`src/rtl/div_hilo_ctrl.sv`:
```
// Multi-cycle restoring divide sequencer for MIPS DIV/DIVU.
// Stalls the pipeline while running and issues a one-cycle HILO write when it finishes.
module div_hilo_ctrl #(
    parameter int WIDTH = 32,
    parameter int CNT_W = 6
) (
    input  logic             clk,
    input  logic             rst,
    input  logic             start,
    input  logic             signed_op,
    input  logic [WIDTH-1:0] dividend,
    input  logic [WIDTH-1:0] divisor,
    input  logic             cancel,
    output logic             stall_req,
    output logic             busy,
    output logic             div_HILO_enabler,
    output logic [WIDTH-1:0] div_HILO_HI,
    output logic [WIDTH-1:0] div_HILO_LO
);

    typedef enum logic [1:0] {IDLE, DIV, DONE} state_t;

    state_t           state_reg, state_next;
    logic [WIDTH-1:0] rem_reg, rem_next;
    logic [WIDTH-1:0] quo_reg, quo_next;
    logic [WIDTH-1:0] dvs_reg, dvs_next;
    logic [WIDTH-1:0] hi_reg, hi_next;
    logic [WIDTH-1:0] lo_reg, lo_next;
    logic [CNT_W-1:0] cnt_reg, cnt_next;
    logic             neg_q_reg, neg_q_next;
    logic             neg_r_reg, neg_r_next;
    logic             busy_reg, busy_next;

    logic             a_neg, b_neg, no_borrow;
    logic [WIDTH-1:0] a_mag, b_mag, rem_step, quo_step;
    logic [WIDTH:0]   rem_sh, trial;

    // Operand magnitudes and one restoring step on the current partial remainder.
    always_comb begin
        a_neg     = signed_op & dividend[WIDTH-1];
        b_neg     = signed_op & divisor[WIDTH-1];
        a_mag     = a_neg ? -dividend : dividend;
        b_mag     = b_neg ? -divisor  : divisor;
        rem_sh    = {rem_reg, quo_reg[WIDTH-1]};
        trial     = rem_sh - {1'b0, dvs_reg};
        no_borrow = (rem_sh >= {1'b0, dvs_reg});
        rem_step  = no_borrow ? trial[WIDTH-1:0] : rem_sh[WIDTH-1:0];
        quo_step  = {quo_reg[WIDTH-2:0], no_borrow};
    end

    always_comb begin
        state_next = state_reg;
        rem_next   = rem_reg;
        quo_next   = quo_reg;
        dvs_next   = dvs_reg;
        hi_next    = hi_reg;
        lo_next    = lo_reg;
        cnt_next   = cnt_reg;
        neg_q_next = neg_q_reg;
        neg_r_next = neg_r_reg;
        unique case (state_reg)
            IDLE: begin
                if (start && !cancel) begin
                    neg_q_next = a_neg ^ b_neg;
                    neg_r_next = a_neg;
                    dvs_next   = b_mag;
                    quo_next   = a_mag;
                    rem_next   = '0;
                    cnt_next   = '0;
                    if (divisor == '0) begin
                        hi_next    = dividend;
                        lo_next    = '1;
                        state_next = DONE;
                    end else begin
                        state_next = DIV;
                    end
                end
            end
            DIV: begin
                if (cancel) begin
                    state_next = IDLE;
                end else begin
                    rem_next = rem_step;
                    quo_next = quo_step;
                    cnt_next = cnt_reg + CNT_W'(1);
                    // Last step: apply sign fix-up straight into the HILO registers.
                    if (cnt_reg == CNT_W'(WIDTH-1)) begin
                        hi_next    = neg_r_reg ? -rem_step : rem_step;
                        lo_next    = neg_q_reg ? -quo_step : quo_step;
                        state_next = DONE;
                    end
                end
            end
            DONE:    state_next = IDLE;
            default: state_next = IDLE;
        endcase
        busy_next = (state_next == DIV);
    end

    always_ff @(posedge clk or negedge rst) begin
        if (!rst) begin
            state_reg <= IDLE;
            rem_reg   <= '0;
            quo_reg   <= '0;
            dvs_reg   <= '0;
            hi_reg    <= '0;
            lo_reg    <= '0;
            cnt_reg   <= '0;
            neg_q_reg <= 1'b0;
            neg_r_reg <= 1'b0;
            busy_reg  <= 1'b0;
        end else begin
            state_reg <= state_next;
            rem_reg   <= rem_next;
            quo_reg   <= quo_next;
            dvs_reg   <= dvs_next;
            hi_reg    <= hi_next;
            lo_reg    <= lo_next;
            cnt_reg   <= cnt_next;
            neg_q_reg <= neg_q_next;
            neg_r_reg <= neg_r_next;
            busy_reg  <= busy_next;
        end
    end

    // Stall is gated by reset so an asserted start cannot stall a pipeline held in reset.
    assign stall_req        = rst & (((state_reg == IDLE) & start & ~cancel) |
                                     ((state_reg == DIV) & ~cancel));
    assign busy             = busy_reg;
    assign div_HILO_enabler = (state_reg == DONE) & ~cancel;
    assign div_HILO_HI      = hi_reg;
    assign div_HILO_LO      = lo_reg;

endmodule
```
`config.mk`:
```
export PLATFORM = sky130hd
export DESIGN_NAME = div_hilo_ctrl
export DESIGN_NICKNAME = d
export VERILOG_FILES = /design/src/rtl/div_hilo_ctrl.sv
export SDC_FILE = /design/constraint.sdc
export NUM_CORES = 1
export LEC_CHECK = 0
export BUFFER_PORTS_ARGS = -buffer_cell sky130_fd_sc_hd__buf_2
export CORE_ASPECT_RATIO = 0.9
export CORE_UTILIZATION = 61
export DETAILED_ROUTE_END_ITERATION = 8
export GPL_TIMING_DRIVEN = 0
export PLACE_DENSITY = 0.94
export SYNTH_ARGS = -nofsm -noshare
export SYNTH_HDL_FRONTEND = slang
export SYNTH_SLANG_ARGS = --single-unit
```
`constraint.sdc`:
```
create_clock -name clk -period 12.8 [get_ports clk]
set_input_delay 2.56 -clock clk [delete_from_list [all_inputs] [get_ports clk]]
set_output_delay 2.56 -clock clk [all_outputs]
set_load 0.03 [all_outputs]
```
==> results.py <==
metrics = {
    "outcome": {
        "outcome": "finished clean",
    },
    "pwr": {
        "power_frac_seq_pct": 37.0,
        "switching_power_mw": 0.688,
        "p_per_area_nw_per_um2": 134,
        "p_leak_nw": 6.15,
        "pwr-share-clk_pct": 31.0,
        "power.share.combinational_pct": 32.0,
        "ir_drop_mv": 0.0870,
        "total_power_mw": 1.80,
        "internal-power_mw": 1.11,
        "netSwitchingFraction_pct": 38.3,
    },
    "global_route": {
        "first_global_vias": 11400,
        "grt_pass1_wl_um": 58700,
        "overflow": 0,
        "grt_max_degree": 114,
        "grtUsageTotal_pct": 38.1,
        "antenna_found_initial": 0,
    },
    "setup_path": {
        "critPathMostFrequentCell": "buf_2",
        "worst_path_max_delay_cell": "nor2_1",
        "cp_cell_sequence": "buf_2, nor4b_1, nor2_1, clkbuf_1, nor2b_1, buf_2",
        "critPathKind": "in -> out",
        "max_stage_delay_ns": 0.71,
        "required_ns": 10.24,
        "worst_setup_path_end_kind": "output pin",
        "startpoint_type": "primary input",
        "arrival_ns": 4.44,
        "crit_fanout": 10,
    },
    "detailed_routing": {
        "viasPerCell": 6.49,
        "drt-met1-wl_um": 14800,
        "wl_um": 37200,
        "met3_length_um": 4230,
        "detail_route.first_pass.iterations": 7,
        "avgRoutedWirePerCell_um": 20.1,
        "drtIter0Drc": 1431,
        "drc": 0,
        "dr_wl_met2_um": 16500,
        "antenna_left": 0,
        "top_layer_used": "met4",
        "vias": 12000,
    },
    "clock_network": {
        "post-cts-setup-buffer-count": 0,
        "root_buffer": "clkbuf_16",
        "path_clk_slew_ns": 0.07,
        "cts_sinks": 171,
        "cts_resized": 0,
        "ctsHoldBuffers": 0,
        "cts_buffer_depth": 2,
        "insertion_delay_ns": 0.45,
        "cts_buffers": 17,
        "cts_tree": "built",
        "htreeDepth": 4,
    },
    "synth": {
        "synth-main-ff-cell": "dfrtp_1",
        "synthMuxAreaShare_pct": 2.31,
        "yosysSeqAreaShare_pct": 36.3,
        "avgSynthCellArea_um2": 8.22,
        "yosys.area_share.simple_pct": 18.7,
        "async_flop_share_pct": 100,
        "synth_edf_count": 0,
        "yosys_register_bits": 171,
        "syn_nets": 1543,
        "synth_compound_area_share_pct": 23.9,
        "synth_fa_ha_area_share_pct": 4.09,
        "synth_top_family_by_area": "compound AO/OA/AOI/OAI gates",
        "yosysWarnings": 0,
        "synth_cell_type_count": 70,
        "synthXorXnorAreaFrac_pct": 10.5,
        "syn_inst": 1436,
        "syn_area_um2": 11800,
    },
    "floorplanning": {
        "dieArea_um2": 19900,
        "dieHeight_um": 134,
        "ioPinCount": 136,
        "die_x_um": 149,
        "core_area_um2": 18600,
        "initial_core_util_pct": 63.3,
        "rows": 47,
    },
    "sta": {
        "hold-worst-slack_ns": 0.479,
        "hold_viol": 0,
        "tns_ns": 0,
        "period_minus_slack_ns": 7.00,
        "fin_crit_sh_pct": 54.7,
        "worstMarginPinSlew_ns": 0.907,
        "rsz0062_at_grt": "false",
        "fmax_ghz": 0.143,
        "final-setup-viol-count": 0,
        "fin_skew_ns": 0.0104,
        "final_max_slew_viol_count": 0,
        "finalWorstSetupSlack_ns": 5.80,
        "maxSlewHeadroom_pct": 39.3,
    },
    "placed_design": {
        "globalplace.congestion": 1.01,
        "dpl_worst_slack_ns": 5.91,
        "io_buffers": 135,
        "dp_hpwl_um": 28400,
    },
    "finish": {
        "nNetsFinal": 1698,
        "final_cell_mix": "nand2_1, dfrtp_1, o21ai_0, buf_2, a21oi_1",
        "num_antenna_cells": 0,
        "final_common_cell": "nand2_1",
        "multi_input_area_um2": 7010,
        "area_growth_pct": 14.0,
        "seqCellArea_um2": 4280,
        "drive_gt1_share_pct": 12.8,
        "fill_cells": 1417,
    },
    "run": {
        "max_cap_violations": 0,
    },
    "min_path": {
        "min_path_type": "reg -> reg",
    },
}
cells in the mapped netlist, types with 32 or more instances:
cell      instances  share of area, %
nor2_1          107               3.4
nand2_1         188               6.0
dfrtp_1         171                36
o22a_1           32               2.4
ha_1             37               3.9
xnor2_1          85               6.3
a21oi_1         140               5.9
o21ai_0         169               7.2
clkbuf_1         60               1.9
xor2_1           56               4.2
inv_1            49               1.6
routing by layer:
metal	up-vias	track usage (%)
met3	159	7.52
li1	5439	-
met2	830	59.1
met1	5580	50.8
met4	0	19.0
met5	-	0
cell type report:
type	instances	area share, %
buffer	80	2.35
tap	245	2.28
multi-input combinational	1134	52.2
timing repair buffer	136	5.30
sequential	171	31.8
clock inverter	15	1.50
clock buffer	17	3.16
inverter	51	1.42
through the flow:
stage	area (um2)	utilization, %	instances
2_1_floorplan	11800	-	1436
3_3_place_gp	12800	68.6	1816
3_5_place_dp	12800	68.8	1817
4_1_cts	13400	72.1	1849
5_1_grt	13400	72.1	1849
6_report	13400	72.1	1849
cells by family (layout without fill, tap and decap cells):
kind of cell	Yosys count	in the layout
xor gates and xnor gates	141	141
and+or+nand+nor	466	466
buffers and inverters	131	299
DFF	171	171
muxes	27	27
AOI/OAI and AO/OA	462	462
adders and majority gates	38	38
final timing paths:
| check | startpoint | to | slack (ns) | cells past startpoint |
|---|---|---|---|---|
| hold reg to reg | div_HILO_HI[7]$_DFFE_PN0P_ | div_HILO_HI[7]$_DFFE_PN0P_ | 0.48 | 2 |
| min in group asynchronous | rst | div_HILO_HI[23]$_DFFE_PN0P_ | 2.03 | 1 |
| max in group asynchronous | rst | dvs_reg[1]$_DFFE_PN0P_ | 9.82 | 2 |
| setup reg to reg | rem_reg[14]$_DFFE_PN0P_ | div_HILO_HI[28]$_DFFE_PN0P_ | 6.27 | 21 |
| setup / recovery | start | stall_req | 5.80 | 6 |
| hold / removal | div_HILO_HI[7]$_DFFE_PN0P_ | div_HILO_HI[7]$_DFFE_PN0P_ | 0.48 | 2 |
critical path: cells and delay by family:
family / cells / cell delay, ns
AND/OR/NAND/NOR: 3 / 0.97
buffers and inverters: 3 / 0.92
power groups by stage:
stage,combinational (mW),clock [mW],sequential [mW]
final,0.575,0.558,0.665
after global routing,0.631,0.574,0.673
after CTS,0.561,0.551,0.661
after detailed placement,0.555,0,0.671
after global placement,0.532,0,0.668
after floorplan,0.403,0,0.653
Power figures use the tool's default switching activity.
